### config.mk
export PLATFORM = sky130hd
export DESIGN_NAME = vend_sequencer_flat
export DESIGN_NICKNAME = d
export VERILOG_FILES = /design/src/rtl/vend_pkg.sv /design/src/rtl/vend_sequencer_if.sv /design/src/rtl/vend_sequencer_coin_credit.sv /design/src/rtl/vend_sequencer.sv /design/src/flat_wrapper.sv
export SDC_FILE = /design/constraint.sdc
export NUM_CORES = 1
export LEC_CHECK = 0
export CORE_MARGIN = 2
export CORE_UTILIZATION = 46
export CTS_CLUSTER_SIZE = 28
export DETAILED_ROUTE_END_ITERATION = 7
export GPL_TIMING_DRIVEN = 0
export PLACE_DENSITY = 0.83
export SETUP_SLACK_MARGIN = 0.2
export SLEW_MARGIN = 20
export SYNTH_ARGS = -nofsm -noshare
export SYNTH_HDL_FRONTEND = slang
export SYNTH_SLANG_ARGS = --single-unit
### constraint.sdc
create_clock -name clk -period 2.65 [get_ports clk]
set_clock_uncertainty 0.1 [all_clocks]
set_input_delay 0.3975 -clock clk [delete_from_list [all_inputs] [get_ports clk]]
set_output_delay 0.3975 -clock clk [all_outputs]
set_load 0.01 [all_outputs]
### src/rtl/vend_pkg.sv
// vend_pkg: shared state encoding, price table and coin values
// for the vending sequencer.
package vend_pkg;

    typedef enum logic [1:0] {
        IDLE     = 2'b00,
        DISPENSE = 2'b01,
        CHG_HI   = 2'b10,
        CHG_LO   = 2'b11
    } vend_state_t;

    // Entry k costs k units; entry 0 is "no product".
    localparam logic [3:0] PRICE_TABLE [0:7] = '{
        4'd0, 4'd1, 4'd2, 4'd3, 4'd4, 4'd5, 4'd6, 4'd7
    };

    localparam int COIN1_VAL = 1;
    localparam int COIN2_VAL = 2;

endpackage

### src/rtl/vend_sequencer_if.sv
// vend_sequencer_if: front-end inputs and actuator/display outputs
// of the vending sequencer.
interface vend_sequencer_if #(
    parameter int CW = 4
);
    logic          coin1;
    logic          coin2;
    logic [2:0]    sel;
    logic          confirm;
    logic          cancel;
    logic [2:0]    dispense;
    logic          dispense_valid;
    logic          change_pulse;
    logic [CW-1:0] credit;
    logic          insufficient;
    logic          busy;
    logic [1:0]    state;

    modport master (
        output coin1, coin2, sel, confirm, cancel,
        input  dispense, dispense_valid, change_pulse,
        input  credit, insufficient, busy, state
    );

    modport slave (
        input  coin1, coin2, sel, confirm, cancel,
        output dispense, dispense_valid, change_pulse,
        output credit, insufficient, busy, state
    );
endinterface

### src/rtl/vend_sequencer_coin_credit.sv
// coin_credit: coin edge detection and the saturating credit
// register with price subtraction and unit decrement.
module coin_credit
    import vend_pkg::*;
#(
    parameter int CW         = 4,
    parameter int MAX_CREDIT = 15
) (
    input  logic          clk,
    input  logic          rst_n,
    input  logic          i_coin1,
    input  logic          i_coin2,
    input  logic          i_add_en,
    input  logic [CW-1:0] i_sub_price,
    input  logic          i_dec1,
    output logic [CW-1:0] o_credit
);
    logic          r_coin1_q;
    logic          r_coin2_q;
    logic [CW-1:0] r_credit;
    logic          w_e1;
    logic          w_e2;
    logic [CW+1:0] w_sum;

    assign w_e1 = i_coin1 & ~r_coin1_q;
    assign w_e2 = i_coin2 & ~r_coin2_q;

    // Two spare bits so a full counter plus both coins cannot wrap.
    assign w_sum = (CW+2)'(r_credit)
                 + (w_e1 ? (CW+2)'(COIN1_VAL) : '0)
                 + (w_e2 ? (CW+2)'(COIN2_VAL) : '0);

    always_ff @(posedge clk or negedge rst_n) begin
        if (!rst_n) begin
            r_coin1_q <= 1'b0;
            r_coin2_q <= 1'b0;
            r_credit  <= '0;
        end else begin
            r_coin1_q <= i_coin1;
            r_coin2_q <= i_coin2;
            if (i_dec1) begin
                if (r_credit != '0)
                    r_credit <= r_credit - CW'(1);
            end else if (i_sub_price != '0) begin
                r_credit <= r_credit - i_sub_price;
            end else if (i_add_en && (w_e1 || w_e2)) begin
                r_credit <= (w_sum > (CW+2)'(MAX_CREDIT))
                          ? CW'(MAX_CREDIT) : w_sum[CW-1:0];
            end
        end
    end

    assign o_credit = r_credit;
endmodule

### src/rtl/vend_sequencer.sv
// vend_sequencer: sale/refund FSM, dispense timer and optional idle
// refund timeout (enabled by macro VEND_TIMEOUT_EN).
module vend_sequencer
    import vend_pkg::*;
#(
    parameter int CW             = 4,
    parameter int MAX_CREDIT     = 15,
    parameter int DISP_CYCLES    = 4,
    parameter int TIMEOUT_CYCLES = 1000
) (
    input  logic              clk,
    input  logic              rst_n,
    vend_sequencer_if.slave   bus
);
    localparam int CNT_W = $clog2(DISP_CYCLES + 1);

    if (MAX_CREDIT > (1 << CW) - 1 || TIMEOUT_CYCLES > 1023) begin : g_bad_cfg
        $error("vend_sequencer: illegal parameter set");
    end

    vend_state_t   r_state;
    vend_state_t   w_next;
    logic [2:0]    r_disp;
    logic          r_dv;
    logic          r_cp;
    logic          r_ins;
    logic          w_ins;
    logic [CNT_W-1:0] r_cnt;
    logic [CW-1:0] w_credit;
    logic [CW-1:0] w_price;
    logic [CW-1:0] w_sub;
    logic          w_dec1;
    logic          w_add_en;
    logic          w_sale;
    logic          w_refund;
    logic          w_timeout;

    assign w_price  = CW'(PRICE_TABLE[bus.sel]);
    assign w_sale   = (r_state == IDLE) && !bus.cancel && bus.confirm
                   && (bus.sel != 3'd0) && (w_credit >= w_price);
    assign w_refund = (r_state == IDLE)
                   && ((bus.cancel && (w_credit != '0)) || w_timeout);
    assign w_add_en = (r_state == IDLE) && !w_sale;

    coin_credit #(
        .CW         (CW),
        .MAX_CREDIT (MAX_CREDIT)
    ) u_coin_credit (
        .clk         (clk),
        .rst_n       (rst_n),
        .i_coin1     (bus.coin1),
        .i_coin2     (bus.coin2),
        .i_add_en    (w_add_en),
        .i_sub_price (w_sub),
        .i_dec1      (w_dec1),
        .o_credit    (w_credit)
    );

    always_comb begin
        w_next = r_state;
        w_ins  = 1'b0;
        w_sub  = '0;
        w_dec1 = 1'b0;
        unique case (r_state)
            IDLE: begin
                if (w_refund) begin
                    w_next = CHG_HI;
                end else if (w_sale) begin
                    w_next = DISPENSE;
                    w_sub  = w_price;
                end else if (bus.confirm && !bus.cancel && bus.sel != 3'd0) begin
                    w_ins = 1'b1;
                end
            end
            DISPENSE: begin
                if (r_cnt == CNT_W'(DISP_CYCLES - 1))
                    w_next = (w_credit != '0) ? CHG_HI : IDLE;
            end
            CHG_HI: begin
                w_dec1 = 1'b1;
                w_next = CHG_LO;
            end
            CHG_LO: begin
                w_next = (w_credit != '0) ? CHG_HI : IDLE;
            end
            default: w_next = IDLE;
        endcase
    end

    // Outputs are registered from the next state so they line up with it.
    always_ff @(posedge clk or negedge rst_n) begin
        if (!rst_n) begin
            r_state <= IDLE;
            r_disp  <= 3'd0;
            r_dv    <= 1'b0;
            r_cp    <= 1'b0;
            r_ins   <= 1'b0;
            r_cnt   <= '0;
        end else begin
            r_state <= w_next;
            r_dv    <= (w_next == DISPENSE);
            r_cp    <= (w_next == CHG_HI);
            r_ins   <= w_ins;
            if (w_sale)
                r_disp <= bus.sel;
            else if (w_next != DISPENSE)
                r_disp <= 3'd0;
            if (r_state == DISPENSE)
                r_cnt <= r_cnt + CNT_W'(1);
            else
                r_cnt <= '0;
        end
    end

`ifdef VEND_TIMEOUT_EN
    logic [9:0] r_to_cnt;
    logic [2:0] r_sel_q;
    logic       r_c1_q;
    logic       r_c2_q;
    logic       w_activity;

    assign w_activity = (bus.coin1 & ~r_c1_q) | (bus.coin2 & ~r_c2_q)
                      | bus.confirm | bus.cancel | (bus.sel != r_sel_q);
    assign w_timeout  = (r_state == IDLE) && (w_credit != '0) && !w_activity
                      && (r_to_cnt >= 10'(TIMEOUT_CYCLES - 1));

    always_ff @(posedge clk or negedge rst_n) begin
        if (!rst_n) begin
            r_to_cnt <= '0;
            r_sel_q  <= 3'd0;
            r_c1_q   <= 1'b0;
            r_c2_q   <= 1'b0;
        end else begin
            r_sel_q <= bus.sel;
            r_c1_q  <= bus.coin1;
            r_c2_q  <= bus.coin2;
            if (r_state != IDLE || w_credit == '0 || w_activity || w_timeout)
                r_to_cnt <= '0;
            else
                r_to_cnt <= r_to_cnt + 10'd1;
        end
    end
`else
    assign w_timeout = 1'b0;
`endif

    assign bus.dispense       = r_disp;
    assign bus.dispense_valid = r_dv;
    assign bus.change_pulse   = r_cp;
    assign bus.insufficient   = r_ins;
    assign bus.credit         = w_credit;
    assign bus.busy           = (r_state != IDLE);
    assign bus.state          = r_state;
endmodule

### src/flat_wrapper.sv
// flat-port wrapper written by rule: the top's interface ports become plain ports
module vend_sequencer_flat import vend_pkg::*;
#(
    parameter int CW             = 4,
    parameter int MAX_CREDIT     = 15,
    parameter int DISP_CYCLES    = 4,
    parameter int TIMEOUT_CYCLES = 1000
)
  (clk, rst_n, bus_coin1, bus_coin2, bus_sel, bus_confirm, bus_cancel, bus_dispense, bus_dispense_valid, bus_change_pulse, bus_credit, bus_insufficient, bus_busy, bus_state);
  vend_sequencer_if #(.CW(CW)) bus_i ();
  input  logic clk;
  input  logic rst_n;
  input wire logic [$bits(bus_i.coin1)-1:0] bus_coin1;
  input wire logic [$bits(bus_i.coin2)-1:0] bus_coin2;
  input wire logic [$bits(bus_i.sel)-1:0] bus_sel;
  input wire logic [$bits(bus_i.confirm)-1:0] bus_confirm;
  input wire logic [$bits(bus_i.cancel)-1:0] bus_cancel;
  output wire logic [$bits(bus_i.dispense)-1:0] bus_dispense;
  output wire logic [$bits(bus_i.dispense_valid)-1:0] bus_dispense_valid;
  output wire logic [$bits(bus_i.change_pulse)-1:0] bus_change_pulse;
  output wire logic [$bits(bus_i.credit)-1:0] bus_credit;
  output wire logic [$bits(bus_i.insufficient)-1:0] bus_insufficient;
  output wire logic [$bits(bus_i.busy)-1:0] bus_busy;
  output wire logic [$bits(bus_i.state)-1:0] bus_state;
  assign bus_i.coin1 = bus_coin1;
  assign bus_i.coin2 = bus_coin2;
  assign bus_i.sel = bus_sel;
  assign bus_i.confirm = bus_confirm;
  assign bus_i.cancel = bus_cancel;
  assign bus_dispense = bus_i.dispense;
  assign bus_dispense_valid = bus_i.dispense_valid;
  assign bus_change_pulse = bus_i.change_pulse;
  assign bus_credit = bus_i.credit;
  assign bus_insufficient = bus_i.insufficient;
  assign bus_busy = bus_i.busy;
  assign bus_state = bus_i.state;
  vend_sequencer #(.CW(CW), .MAX_CREDIT(MAX_CREDIT), .DISP_CYCLES(DISP_CYCLES), .TIMEOUT_CYCLES(TIMEOUT_CYCLES)) u_core (.clk(clk), .rst_n(rst_n), .bus(bus_i));
endmodule
==> flow_metrics.py, run 1 <==
metrics = {
    "sta": {
        "max_freq_mhz": 368,
        "slew_headroom_pct": 48.4,
        "hold_viol_final": 0,
        "worst_slack_ns": -0.0650,
        "period_share_pct": 102,
        "slew_violations": 0,
        "finalSetupViolCount": 1,
        "rsz0062_at_grt": "true",
        "tightestPinTransition_ns": 0.772,
        "layout_min_cycle_time_ns": 2.72,
    },
    "power": {
        "internal_power_w": 0.000975,
        "p_switching_w": 0.000750,
        "pwr-share-comb_pct": 68.8,
        "swShare_pct": 43.5,
        "leakagePower_nw": 0.740,
        "power_density_nw_per_um2": 1020,
        "peakVddDrop_mv": 0.622,
        "seq_power_share_pct": 22.8,
        "clockPowerShare_pct": 8.4,
    },
    "logic_synthesis": {
        "ys_top_cells_by_area": "dfrtp_1 (37%), ha_1 (12%), nand2_1 (3.6%), fa_1 (3.5%), a31oi_1 (2.7%)",
        "ys_warn_count": 0,
        "synth_cells": 116,
        "synth_edf_count": 0,
        "synth_async_sr_flop_share_pct": 100,
        "syn_area_sq_um": 1140,
        "yosys.area.top_type": "dfrtp_1",
        "ys_ff_latch": 17,
        "syn_nets": 138,
        "synth-main-ff-cell": "dfrtp_1",
        "avgSynthCellArea_sq_um": 9.86,
        "synth.distinct_cells": 40,
        "synth_seq_area_share_pct": 37.2,
        "yosysTopAreaCellShare_pct": 37.2,
    },
    "detailed_routing": {
        "vias": 1102,
        "first_pass_iters": 4,
        "drc": 0,
        "drtIter0Drc": 31,
        "via_per_inst": 5.83,
        "wirelength_um": 3350,
        "wl_per_cell_um": 17.7,
        "postRouteAntennaNets": 0,
    },
    "global_routing": {
        "grt_pass1_vias": 1016,
        "gr-total-overflow": 0,
        "antenna_found_initial": 0,
        "grt_usage_pct": 22.8,
        "grt_pass1_wl_um": 4640,
        "grt_max_degree": 18,
    },
    "setup_path": {
        "cp.required_ns": 2.73,
        "reg2reg_depth": 10,
        "cp_data_arrival_time_ns": 2.80,
        "path_class": "reg2reg",
        "start_kind": "flop",
        "crit_fanout": 2,
        "r2r_slack_ns": -0.07,
        "cp-end-kind": "flop",
    },
    "floorplan": {
        "die-area_sq_um": 2900,
        "coreArea_sq_um": 2410,
        "dieWidth_um": 53.9,
        "ios": 22,
        "start_util_pct": 47.5,
        "die_h_um": 53.9,
        "rows": 18,
    },
    "placed_design": {
        "dp.final_hpwl_um": 1940,
        "port_buffers": 21,
        "post-place-cells": 167,
        "gp_congestion": 0.929,
        "place_area_sq_um": 1440,
    },
    "final_layout": {
        "insertedDiodeCount": 0,
        "fin_area_sq_um": 1690,
        "fin_util_pct": 70.2,
        "fin_nets": 182,
        "syn_to_final_growth_pct": 47.9,
        "drive_gt1_share_pct": 34.6,
        "finalNonFillerCells": 189,
    },
    "cts": {
        "clock_latency_ns": 0.30,
        "cts_tree": "built",
        "holdBufCountCts": 0,
        "cts_root_buf": "clkbuf_4",
        "clkSinkCount": 17,
        "path_clk_slew_ns": 0.11,
        "numCtsBuffers": 3,
        "clockBufferDepth": 2,
        "htreeDepth": 1,
    },
    "hold_path": {
        "hold_depth": 3,
        "hold_class": "in2reg",
    },
    "run_status": {
        "violations": "setup timing",
        "status": "complete, but fails checks",
    },
    "run": {
        "maxCapViolCount": 0,
    },
}
[repair_timing]
action,CTS,global route
endpoints found under the setup margin,4,3
pin swaps,8,11
gates resized for setup,18,9
buffers inserted,10,8
cloned,0,0
endpoints found under the hold margin,0,0
[sequential cells by signal, indices dropped and copies added, names as in the netlist]
signal and flops:
u_core.bus.state 2, u_core.bus.dispense_valid 1, u_core.bus.change_pulse 1, u_core.r_cnt 3, u_core.u_coin_credit.o_credit 4, u_core.bus.insufficient 1, u_core.bus.dispense 3, u_core.u_coin_credit.r_coin2_q 1
u_core.u_coin_credit.r_coin1_q 1
[per-layer routing]
metal	vias up	routed length (um)	GRT usage, %	part of all wire (%)
met2	61	1650	37.8	49
met4	0	126	9.83	3.8
met3	13	236	2.22	7.0
li1	505	-	-	-
met5	-	0	0	0
met1	523	1340	30.1	40
[Yosys cell counts (all sizes together), types with 2 or more instances]
master	instances
dfrtp	17
ha	11
nand2	11
nor2	9
inv	8
o21ai	6
a31oi	5
nor2b	5
nor3	4
a21o	3
a21oi	3
and3	2
buf	2
fa	2
mux2i	2
nor3b	2
o31a	2
o31ai	2
or3	2
[worst max-delay path: stages, from the launching register on]
cell	delay, ns
dfrtp_2	0.46
ha_4	0.24
a211oi_4	0.23
o21ai_2	0.10
and3_4	0.17
ha_4	0.16
inv_4	0.05
fa_2	0.43
or3_1	0.38
a31oi_1	0.18
mux2i_1	0.09
[metrics by stage]
| stage | power (W) | setup slack [ns] | TNS [ns] | hold WS [ns] |
|---|---|---|---|---|
| finish | 0.00172 | -0.0650 | -0.0650 | 0.341 |
| global route | 0.00183 | -0.112 | -0.134 | 0.358 |
| CTS | 0.00158 | 0.0167 | 0 | 0.345 |
| detailed placement | 0.00130 | -0.714 | -2.07 | 0.333 |
| global placement | 0.00126 | -0.668 | -1.86 | 0.321 |
| floorplan | 0.00101 | 0.0496 | 0 | 0.00191 |
[power by group through the flow]
stage / Combinational, W / Sequential, W / Clock, W
6_report: 0.00119 / 0.000392 / 0.000145
2_1_floorplan: 0.000572 / 0.000440 / 0
3_3_place_gp: 0.000833 / 0.000430 / 0
4_1_cts: 0.00105 / 0.000389 / 0.000139
3_5_place_dp: 0.000863 / 0.000434 / 0
5_1_grt: 0.00128 / 0.000396 / 0.000154
[kinds of logic after synthesis]
group / after synthesis / share of synthesized area [%]
simple gates: 41 / 20.0
mux: 3 / 2.74
fa+ha+maj: 13 / 15.5
xor+xnor: 2 / 1.53
flops: 17 / 37.2
buf+inv: 11 / 4.38
compound gates: 29 / 18.6
[layout make-up]
class	instances	area, sq um
plain buffers	3	20.0
clock buffers	4	26.3
fillers	172	718
inverters	8	35.0
multi-input cells	88	805
flip-flops and latches	17	430
well taps	30	37.5
repair buffers	39	338
[cell usage in the layout (no fill, tap or decap), types with 4 or more instances in the layout]
master            n
nand2_1           8
inv_1             5
ha_1              6
nor2b_1           4
nor3_1            4
o21ai_0           4
nor2_1            8
dfrtp_2           4
buf_4            18
clkdlybuf4s50_1  16
a31oi_1           4
ha_4              5
dfrtp_1          13
[worst paths after layout]
path                                                       start                          endpoint
worst max-delay path            u_core.u_coin_credit.o_credit[2]  u_core.u_coin_credit.o_credit[1]
max in group asynchronous                                  rst_n  u_core.u_coin_credit.o_credit[1]
worst max register to register  u_core.u_coin_credit.o_credit[2]  u_core.u_coin_credit.o_credit[1]
min in group asynchronous                                  rst_n           u_core.bus.insufficient
worst min register to register                   u_core.r_cnt[0]                   u_core.r_cnt[0]
worst min-delay path                                  bus_sel[1]            u_core.bus.dispense[1]
Power figures use the tool's default switching activity.
==> run 2: changes to the inputs <==
Settings changed: CTS_CLUSTER_SIZE 28 to 40.
==> results of run 2 <==
No change in the layout: final DEF, timing and power equal those of run 1.
